$ cat config.mk
export PLATFORM = sky130hd
export DESIGN_NAME = pal_line_scheduler
export DESIGN_NICKNAME = d
export VERILOG_FILES = /design/src/rtl/pal_line_scheduler.sv
export SDC_FILE = /design/constraint.sdc
export NUM_CORES = 1
export LEC_CHECK = 0
export ABC_CLOCK_PERIOD_IN_PS = 6700
export CORE_MARGIN = 10
export CORE_UTILIZATION = 55
export CTS_BUF_LIST = sky130_fd_sc_hd__clkbuf_8 sky130_fd_sc_hd__clkbuf_16
export CTS_CLUSTER_SIZE = 20
export DETAILED_ROUTE_END_ITERATION = 8
export PLACE_DENSITY = 0.78
export SYNTH_ARGS = -nofsm -noshare
export SYNTH_HDL_FRONTEND = slang
export SYNTH_SLANG_ARGS = --single-unit
$ cat constraint.sdc
create_clock -name CLK -period 6.7 [get_ports CLK]
set_input_delay 1.675 -clock CLK [delete_from_list [all_inputs] [get_ports CLK]]
set_output_delay 1.675 -clock CLK [all_outputs]
set_load 0.1 [all_outputs]
$ cat src/rtl/pal_line_scheduler.sv
// PAL line scheduler: counts VDG lines, shapes output hsync, and stalls the VDG
// at two points per field to insert synthetic padding lines (262 -> 312 lines).
//
// state   | meaning
// S_PASS  | idle, waiting for a VDG hsync edge
// S_PULSE | emitting the output sync pulse for a real line
// S_PAD   | VDG held, emitting synthetic lines
module pal_line_scheduler #(
  parameter int PULSE_WIDTH = 11,
  parameter int LINE_CLKS   = 228,
  parameter int TOP_AT      = 13,
  parameter int TOP_PAD     = 25,
  parameter int BOT_AT      = 230,
  parameter int BOT_PAD     = 25
) (
  input  logic       CLK,
  input  logic       RESET_N,
  input  logic       HS_N,
  input  logic       FS_N,
  input  logic       ENABLE,
  output logic       HS_OUT_N,
  output logic       VDG_HOLD,
  output logic       PAD_ACTIVE,
  output logic       LINE_ODD,
  output logic [8:0] LINE_CNT
);

  localparam int MAX_PAD = (TOP_PAD > BOT_PAD) ? TOP_PAD : BOT_PAD;
  localparam int TW = (LINE_CLKS > 2) ? $clog2(LINE_CLKS) : 1;
  localparam int PW = (MAX_PAD > 1) ? $clog2(MAX_PAD + 1) : 1;

  localparam logic [1:0] S_PASS  = 2'd0;
  localparam logic [1:0] S_PULSE = 2'd1;
  localparam logic [1:0] S_PAD   = 2'd2;

  localparam logic [TW-1:0] PULSE_LOAD = TW'(PULSE_WIDTH - 1);
  localparam logic [TW-1:0] LINE_LOAD  = TW'(LINE_CLKS - 1);
  localparam logic [PW-1:0] TOP_LOAD   = PW'(TOP_PAD - 1);
  localparam logic [PW-1:0] BOT_LOAD   = PW'(BOT_PAD - 1);
  localparam logic [8:0]    TOP_LINE   = 9'(TOP_AT);
  localparam logic [8:0]    BOT_LINE   = 9'(BOT_AT);
  localparam logic          TOP_ON     = (TOP_PAD > 0);
  localparam logic          BOT_ON     = (BOT_PAD > 0);

  logic [1:0]    state;
  logic          hs_meta, hs_sync, hs_prev;
  logic          fs_meta, fs_sync, fs_prev;
  logic          top_done, bot_done;
  logic [TW-1:0] pulse_tmr;
  logic [TW-1:0] line_tmr;
  logic [PW-1:0] pad_left;

  logic       hs_edge, fs_edge;
  logic [8:0] cnt_base, cnt_next;
  logic       top_hit, bot_hit;

  assign hs_edge  = hs_prev & ~hs_sync;
  assign fs_edge  = fs_prev & ~fs_sync;
  // A coincident field edge clears count and flags before the line is evaluated.
  assign cnt_base = fs_edge ? 9'd0 : LINE_CNT;
  assign cnt_next = (cnt_base == 9'd511) ? cnt_base : cnt_base + 9'd1;
  assign top_hit  = ENABLE & TOP_ON & (cnt_next == TOP_LINE) & (fs_edge | ~top_done);
  assign bot_hit  = ENABLE & BOT_ON & (cnt_next == BOT_LINE) & (fs_edge | ~bot_done);

  always_ff @(posedge CLK or negedge RESET_N) begin
    if (!RESET_N) begin
      {hs_meta, hs_sync, hs_prev} <= 3'b111;
      {fs_meta, fs_sync, fs_prev} <= 3'b111;
    end else begin
      {hs_meta, hs_sync, hs_prev} <= {HS_N, hs_meta, hs_sync};
      {fs_meta, fs_sync, fs_prev} <= {FS_N, fs_meta, fs_sync};
    end
  end

  always_ff @(posedge CLK or negedge RESET_N) begin
    if (!RESET_N) begin
      state      <= S_PASS;
      HS_OUT_N   <= 1'b1;
      VDG_HOLD   <= 1'b0;
      PAD_ACTIVE <= 1'b0;
      LINE_ODD   <= 1'b0;
      LINE_CNT   <= 9'd0;
      top_done   <= 1'b0;
      bot_done   <= 1'b0;
      pulse_tmr  <= '0;
      line_tmr   <= '0;
      pad_left   <= '0;
    end else begin
      if (fs_edge) begin
        LINE_CNT <= 9'd0;
        top_done <= 1'b0;
        bot_done <= 1'b0;
      end
      case (state)
        S_PASS: begin
          if (hs_edge) begin
            LINE_CNT  <= cnt_next;
            HS_OUT_N  <= 1'b0;
            LINE_ODD  <= ~LINE_ODD;
            pulse_tmr <= PULSE_LOAD;
            line_tmr  <= LINE_LOAD;
            if (top_hit || bot_hit) begin
              VDG_HOLD   <= 1'b1;
              PAD_ACTIVE <= 1'b1;
              state      <= S_PAD;
              if (top_hit) begin
                top_done <= 1'b1;
                pad_left <= TOP_LOAD;
              end else begin
                bot_done <= 1'b1;
                pad_left <= BOT_LOAD;
              end
            end else begin
              state <= S_PULSE;
            end
          end
        end
        S_PULSE: begin
          if (pulse_tmr == '0) begin
            HS_OUT_N <= 1'b1;
            state    <= S_PASS;
          end else begin
            pulse_tmr <= pulse_tmr - 1'b1;
          end
        end
        S_PAD: begin
          if (!HS_OUT_N) begin
            if (pulse_tmr == '0) HS_OUT_N <= 1'b1;
            else pulse_tmr <= pulse_tmr - 1'b1;
          end
          // Each line boundary starts a new pulse; the last one is the held real line.
          if (line_tmr == '0) begin
            HS_OUT_N  <= 1'b0;
            LINE_ODD  <= ~LINE_ODD;
            pulse_tmr <= PULSE_LOAD;
            line_tmr  <= LINE_LOAD;
            if (pad_left == '0) begin
              VDG_HOLD   <= 1'b0;
              PAD_ACTIVE <= 1'b0;
              state      <= S_PULSE;
            end else begin
              pad_left <= pad_left - 1'b1;
            end
          end else begin
            line_tmr <= line_tmr - 1'b1;
          end
        end
        default: state <= S_PASS;
      endcase
    end
  end

endmodule

---- Yosys cells after proc, flatten, opt, wreduce, memory -nomap -nowiden ----
Cells that the tools add are included.
word-level totals
  bits in registers ....................... 43
  bits in latches ......................... 0
  memory bits (writable) .................. 0
  memory bits (read-only) ................. 0
  output and inout port bits .............. 13
  logic and storage cells ................. 106
  memories kept ........................... 0
cells by class
  add/subtract/negate cells ............... 4
  $mul .................................... 0
  div/mod/pow operators ................... 0
  magnitude comparators ................... 0
  equal/unequal tests ..................... 12
  shift operators ......................... 0
  mux-type cells .......................... 47
  bitwise operators ....................... 13
  reductions and logical operators ........ 14
operators by type and width
  cell                 count
  $mux 8               6
  $mux 9               4
  $pmux 8 s3           1
  $mux 1               21
  $mux 5               4
  $logic_not 8->1      2
  $pmux 8 s2           1
  $sub 8x1->8 const B  2
  $ne 2x2->1 const B   6
  $mux 2               5
  $pmux 5 s2           1
  $reduce_and 5->1     2
  $add 9x1->9 const B  1
  $eq 9x4->1 const B   1
  $eq 9x8->1 const B   1
  $eq 9x9->1 const B   1
  $reduce_and 3->1     3
  $and 1x1->1          6
  $pmux 2 s3           1
  $logic_not 5->1      1
  $not 1->1            5
  $sub 5x1->5 const B  1
  $pmux 1 s2           2
  $reduce_and 4->1     1
  10 further kinds     11

---- Depth between registers and ports, before layout ----
Gate-level depths: netlist (run 1).
  word-level depth ........................ 12
  depth in mapped cells ................... 11
  mapped depth without buffers ............ 10

---- Least setup slack after synthesis (run 1) ----
Ideal clock, no wire load.
  path type ............................... input port to flip-flop
  from .................................... input port ENABLE
  to ...................................... register pad_left[1]
  library setup time ...................... 0.127 ns
  arrival ................................. 3.073 ns
  setup slack ............................. 3.501 ns
  stages .................................. 7
  cells stage by stage .................... nor3b_1 nand3_2 nor3_1 or3b_1 o211ai_2 and3_2 o22ai_1
on the way
  cells in the longest elaborated chain, start to end .. 5
RTL lines
  what                                         line    text
  start, declared                              20      input logic ENABLE,
  $and 1x1->1 (on tied branches) (2 in a row)  62, 63
  $logic_or 1x1->1 (*)                         102     if (top_hit || bot_hit) begin
  $ne 2x2->1 (no source line) (*)              -
  $reduce_and 5->1 (no source line) (*)        -
  end signal, assigned                         142     pad_left <= pad_left - 1'b1;
  end, declared                                51      logic [PW-1:0] pad_left;
Mark *: on every way between the ends. The rest lies on a longest branch, timed or not.
A chain may end at the register's enable or synchronous reset.

---- Worst setup path after layout (run 1) ----
  from .................................... register LINE_CNT[2]
  to ...................................... output port LINE_CNT[2]
RTL lines
  what                    line  text
  start, declared         25    output logic [8:0] LINE_CNT
  start signal, assigned  97    LINE_CNT <= cnt_next;
No word-level cell between the ends.

==> reports/results.txt, run 1 <==
The run finished with clean final reports. The cell sitting at the root of the clock tree is a clkbuf_8. After detailed routing, the number of vias per cell comes to 5.936. The tools report the total iterations of the first detailed-routing run as 4. For the worst setup path, the data required time is 5030 ps.

The number of antenna diodes came out at 0. Headroom to the max-slew limit came out at 34.81%. The fraction of layout cells with a size suffix above 1 is 11.96%. STA classifies the critical path endpoint as an output port. Setup violations remaining at the end of the flow were counted as 0. The master of the slowest instance on the critical path was clkdlybuf4s50_1. Clock tree synthesis inserted a total of 5 buffers. Leaving out fill and tap cells, the most frequent cell in the layout is dfrtp_1.

The worst-case IR drop observed on VDD is 0.2580 mV. After legalization and detailed placement, the total HPWL measured 3.457 mm. The kind of cell with the highest combined delay on the critical path was buffers and inverters.

The post-synthesis cell type with the largest combined area is dfrtp_1. The top cell types in the final layout, fill and taps aside, are 36 x dfrtp_1, 30 x nor2_1, 24 x nand2_1, 24 x o21ai_0, 16 x clkdlybuf4s50_1. The logs give 1947 for the total via count after detailed routing and 61 for the unique cell type count in the Yosys netlist. The run gives 0 as the residual antenna-violating net count after detailed routing. The register area share after synthesis was 43.44%. The synthesized instance count is 260, and the core outline area is 4384 um^2.

The number of nets handed over by synthesis was 275. Setup total negative slack on the finished layout was measured at 0 ps. After synthesis the cells add up to 2497 um^2.

Wires add up to 4.890 mm. By area the synthesized netlist is led by dfrtp_1 36%, dfstp_2 7.4%, ha_1 5.0%, o21ai_0 4.8%, nor2_1 4.5%. The number of global-route vias before repair was 1859. The number of antenna violations at the first check in global routing was 0. The area growth from synthesis to layout is 11.87%. TritonCTS built the clock tree.

The power per standard cell area works out to 354.8 nW/um^2. The critical path goes through clkdlybuf4s50_1. Hold repair after CTS inserted 0 buffers. During synthesis, Yosys emitted a total of 0 warnings.

After detailed routing, the average wire length per cell comes to 14.91 um. The weighted congestion at the end of routability-driven global placement was 0.8375; the floorplan die width was 87.39 um. Across the run, the number of max-cap violations was 0.

The stage delay of the slowest cell on the critical path is 1190 ps, and the sink count of the clock tree is 43. The logs give 0 for the final count of pins violating max slew and 328 for the count of non-filler cells in the finished layout. After global routing the overflow that remains totals 0. At the pin with the least slew margin, the transition time is 974.8 ps. The maximum clock insertion buffer count came out at 2. The global-route wire length before repair came out at 8.307 mm.

The total buffers and inverters traversed by the critical path is 1. For this run, the top clock speed supported by timing is 272.1 MHz. In this run the biggest area consumer among cell types represents 36.07% of the synthesized area.

The floorplan step defined a die boundary enclosing 7636 um^2. The initial utilization of the core area, before any placement, comes to 56.96%. In this run the post-CTS setup repair buffer count came out at 0. For the final count of hold timing violations, the log shows 0.

The tools report the startpoint type of the worst setup path as a register. For the arrival time of the worst setup path, the log shows 2000 ps. The boundary pin count was 18. The final period utilization was 54.85%; the largest fanout of any net on the critical path was 8. Path type of the worst setup path: register to output port. Prevailing post-synth register cell: dfrtp_1. For this run, asynchronously set or reset flops after synthesis account for 100.0%.

The path class of the tightest hold or removal check is register to register. Setup repair after global routing left no endpoint under its margin. The die is 87.39 um tall. The analysis attributes to cell leakage a power of 1.183 nW. Clock-pin slew was measured on the worst setup and hold paths at 80 ps. After detailed placement, the design holds a cell count of 320. Counting flops and latches in the post-synthesis netlist gives 43. For the worst-skew pair, the clock arrives at the later sink with an insertion delay of 300 ps. Synthesized area per cell: 9.605 um^2.

The number of input and output port buffers inserted is 17, and the number of remaining DRC errors is 0. The number of enable-type register cells in the synthesized netlist was 0; the all-layer global routing usage was 13.30%. The clock period could shrink to 3675 ps. On the final layout, the worst clock skew is 5.552 ps.

The logs give 24 for the number of placement rows and 108 for the initial DRC count. The number of gates resized after CTS was 0. Entering global routing, the biggest net connects 44 pins. At the end of the flow, the number of nets in the layout was 290.

The H-tree generated during clock tree synthesis spans 2 levels.
## worst paths after layout
| check | slack [ps] | cells after the start | end | start |
|---|---|---|---|---|
| setup reg to reg | 3540 | 10 | pad_left[3]$_DFFE_PN0P_ | fs_sync$_DFF_PN1_ |
| hold / removal | 360 | 0 | fs_sync$_DFF_PN1_ | fs_meta$_DFF_PN1_ |
| min in group asynchronous | 1500 | 1 | LINE_CNT[4]$_DFF_PN0_ | RESET_N |
| setup / recovery | 3030 | 1 | LINE_CNT[2] | LINE_CNT[2]$_DFF_PN0_ |
| max in group asynchronous | 4620 | 1 | line_tmr[6]$_DFFE_PN0P_ | RESET_N |
| hold reg to reg | 360 | 0 | fs_sync$_DFF_PN1_ | fs_meta$_DFF_PN1_ |
## synthesized netlist by cell type (2+ instances only)
| cell | instances |
|---|---|
| or3b_1 | 2 |
| nand2_1 | 24 |
| a22o_1 | 5 |
| clkbuf_8 | 2 |
| nor3_1 | 8 |
| a22oi_1 | 3 |
| ha_1 | 10 |
| buf_4 | 2 |
| mux2i_1 | 3 |
| nand3_1 | 6 |
| a21oi_1 | 9 |
| nand3b_1 | 2 |
| nand4b_1 | 2 |
| inv_1 | 13 |
| nand3_2 | 2 |
| o21ai_0 | 24 |
| xnor2_1 | 5 |
| dfstp_2 | 7 |
| nand2b_1 | 5 |
| nor3b_1 | 2 |
| dfrtp_1 | 36 |
| o211ai_2 | 2 |
| nor2_1 | 30 |
| xor2_1 | 12 |
| clkbuf_1 | 3 |
| nand4_1 | 6 |
## through the flow
| step | hold slack, ps | util, % | cell area (um^2) | total power, mW | setup WS (ps) |
|---|---|---|---|---|---|
| after CTS | 360.6 | 63.73 | 2794 | 0.9933 | 3013 |
| after floorplan | 345.2 | - | 2497 | 0.6657 | 3501 |
| after detailed placement | 348.2 | 60.62 | 2658 | 0.7497 | 2795 |
| after global routing | 363.6 | 63.73 | 2794 | 1.048 | 2888 |
| final | 358.2 | 63.73 | 2794 | 0.9913 | 3025 |
| after global placement | 345.9 | 60.62 | 2658 | 0.7395 | 2835 |
## logic make-up after synthesis
kind of cell,share of synthesized area (%)
XOR/XNOR,5.962
buffers and inverters,4.759
flip-flops,43.44
AND/OR/NAND/NOR,21.85
adder cells (fa/ha/maj),5.010
multiplexers,1.202
AO/OA/AOI/OAI,17.79
## sequential cells by signal, indices dropped and copies added, names as in the netlist, 2 cells and up
name,flops
pulse_tmr,8
pad_left,5
LINE_CNT,9
line_tmr,8
state,2
## cell type report
cell class | count | area [um^2]
tap | 52 | 65.06
clock buffer | 5 | 68.82
fill | 369 | 1590
clock inverter | 3 | 67.56
multi-input combinational | 195 | 1294
timing repair buffer | 17 | 165.2
inverter | 13 | 48.80
sequential | 43 | 1085
## power breakdown
part / internal [mW] / switching [mW]
Clock: 0.149 / 0.0922
Combinational: 0.133 / 0.252
Sequential: 0.314 / 0.0513
## per-layer routing
layer | global-route usage, % | up-vias | part of all wire, %
li1 | - | 947 | -
met2 | 21.96 | 38 | 48
met3 | 3.745 | 5 | 4.9
met1 | 16.11 | 957 | 46
met5 | 0 | - | 0
met4 | 4.638 | 0 | 1.2
No activity file was read; power rests on OpenSTA's default activity.
==> run 2, diff against run 1 <==
ABC_CLOCK_PERIOD_IN_PS = 3710   (was 6700)
clock period = 3.71 ns   (was 6.7 ns; I/O delays follow)
==> run 2 against run 1 <==
Compared with the run above:
- clock power is 21% higher
- power is 65% higher
- via count is 2.9% lower
- combinational power is 78% higher
- flip-flop and latch count stayed put
==> reports/results.txt, run 2 (same netlist as run 1, synthesis figures left out) <==
Global routing finished with a remaining overflow of 0. For this block, the initial DRC count from the detailed router was 112. The total iterations of the first detailed-routing run is 5, and the fraction of layout cells with a size suffix above 1 is 15.52%. The power per standard cell area works out to 599.7 nW/um^2. The floorplan die height is 87.39 um.

At the end of the flow, the number of nets in the layout was 291. Core outline area: 4384 um^2. In the routed design, unresolved DRC markers number 0.

The repair_antennas step left the layout with diodes totalling 0. The highest ir drop seen on vdd was 0.4966 mV. Number of global-route vias before repair: 1878.

Worst path required time: 3900 ps. The floorplan die width came out at 87.39 um. The run gives 0 as the number of buffers inserted by post-CTS setup repair. The largest individual stage delay along the critical path comes from the cell dfstp_2. The root buffer cell chosen for the clock tree is clkbuf_8.

Setup violations remaining at the end of the flow were counted as 0. The number of antenna violations at the first check in global routing was 0. Counting every sink on the clock net gives 43. Setup repair after global routing left no endpoint under its margin. The logic depth of the worst register-to-register path works out to 10. The tools report the final count of hold timing violations as 0. Headroom to the max-slew limit came out at 35.23%. In this run switching power makes up 42.94% of total power. In this run the number of H-tree levels came out at 2. Pin placement for this block handled 18 I/O pins.

The run gives 0 as the final count of pins violating max slew. The path type of the worst setup path was register to register. In the layout the commonest cells are 36 x dfrtp_1, 30 x nor2_1, 24 x nand2_1, 24 x o21ai_0, 13 x inv_1. In this run, post-CTS repair resized a total of 0 instances. The design draws 1.635 mW. In this run, CTS created clock tree buffers numbering 5. The min-delay analysis places its worst path in the category register to register. The initial core utilization was 56.96%. Derived from the worst setup path, the maximum achievable clock frequency is 323.5 MHz. Summed over all failing endpoints, the final setup total negative slack is 0 ps.

Counting I/O delays and the setup requirement, the final critical path takes 3092 ps. The tool flagged a number of max-cap violations equal to 0. The register with the most flip-flops in the final layout is LINE_CNT.

Buffers placed on the I/O ports in this run total 17. Maximum clock insertion buffer count: 2. The area growth from synthesis to final layout works out to 9.168%. The tools report the net switching power of the design as 702.0 uW. Summed over all nets, the half-perimeter wirelength after detailed placement is 3.416 mm. Buffers inserted to repair hold after CTS numbered 0. The most common cell after layout, fill and taps aside is dfrtp_1. The analysis attributes to cell leakage a power of 1.189 nW. The die covers 7636 um^2.

The congestion estimate from routability-driven global placement came to 0.8700. The startpoint type of the worst setup path is a register. In this run the worst path has a maximum fanout of 8. Along the worst hold path, the cell count comes to 0. The cell-internal power was 932.9 uW; the slew at the pin with the worst max-slew slack was 968.6 ps.

The routed design has 4.684 mm of wire. In the final routed layout, each cell accounts on average for 14.24 um. The logs give 300 ps for the later-pin clock latency in the skew report and 44 for the largest net degree at the start of global routing. The run finished with clean final reports. After layout, the worst path uses 83.33% of the clock period.

The run gives 321 as the total placed cells including tap cells. The total via count after detailed routing came out at 1890. The clock-pin slew on the worst setup and hold paths was 80 ps. The run gives 42.0% as the combinational group share of total power. Total buffers and inverters traversed by the critical path: 0. The largest registers in the layout are LINE_CNT (9), line_tmr (8), pulse_tmr (8). The per-cell via count in the routed design works out to 5.745. The run gives 329 as the count of non-filler cells in the finished layout. Once detail routing completed, the nets flagged for antenna violations numbered 0.

The register share of total power is 40.2%, and the logic depth of the worst setup path including buffers is 10. The stage delay of the slowest cell on the critical path was 540 ps; the flip-flop count of the largest register, all copies and words added was 9. The critical path goes through nand2b_1, and2_2, ha_1, nand4_1, nor4_2, nor2_1, a22oi_1, o211ai_2, and2_4, a22o_1. The first global-routing pass estimated 8.280 mm of wire. The worst-case clock skew came out at 11.34 ps. The tools report the all-layer global routing usage as 13.13%. In this design, the largest share of critical-path delay is due to simple AND/OR/NAND/NOR gates. Data on the critical path arrives at its endpoint at 3280 ps. The worst setup path is captured at a register. In this run the core area contains 24 standard-cell rows.

The share of power burned in the clock network was 17.8%. TritonCTS built the clock tree.
-- run 2: power groups by stage --
stage	sequential [mW]	combinational [mW]	clock, mW
3_5_place_dp	0.664	0.687	0
4_1_cts	0.657	0.689	0.302
5_1_grt	0.670	0.767	0.319
2_1_floorplan	0.774	0.428	0
6_report	0.658	0.686	0.291
3_3_place_gp	0.662	0.672	0
-- run 2: through the flow --
step	worst slack [ps]	instance area, um^2	utilization [%]	hold slack, ps
floorplan	593.2	2497	-	345.2
global placement	623.1	2643	60.27	345.7
detailed placement	585.8	2643	60.27	346.8
CTS	651.8	2726	62.19	358.7
global route	304.3	2726	62.19	363.4
finish	618.3	2726	62.19	357.5
-- run 2: worst paths after layout --
| path | endpoint | slack [ps] | from |
|---|---|---|---|
| max reg2reg | pad_left[4]$_DFFE_PN0P_ | 620 | fs_sync$_DFF_PN1_ |
| max | pad_left[4]$_DFFE_PN0P_ | 620 | fs_sync$_DFF_PN1_ |
| min reg2reg | hs_sync$_DFF_PN1_ | 360 | hs_meta$_DFF_PN1_ |
| max in group asynchronous | line_tmr[7]$_DFFE_PN0P_ | 2380 | RESET_N |
| min in group asynchronous | LINE_CNT[3]$_DFF_PN0_ | 750 | RESET_N |
| min | hs_sync$_DFF_PN1_ | 360 | hs_meta$_DFF_PN1_ |
-- run 2: per-layer routing --
metal	track usage (%)	part of all wire [%]	vias to the layer above
met4	4.348	1.3	0
li1	-	-	953
met2	21.69	48	42
met3	4.120	5.8	9
met1	15.70	45	886
met5	0	0	-
-- run 2: final cells by class --
class                   count  area, um^2
clock buffers               5       68.82
clock inverters             3       15.01
fillers                   353        1658
inverters                  13       48.80
multi-input cells         195        1294
flip-flops and latches     43        1085
well taps                  52       65.06
repair buffers             18       150.1
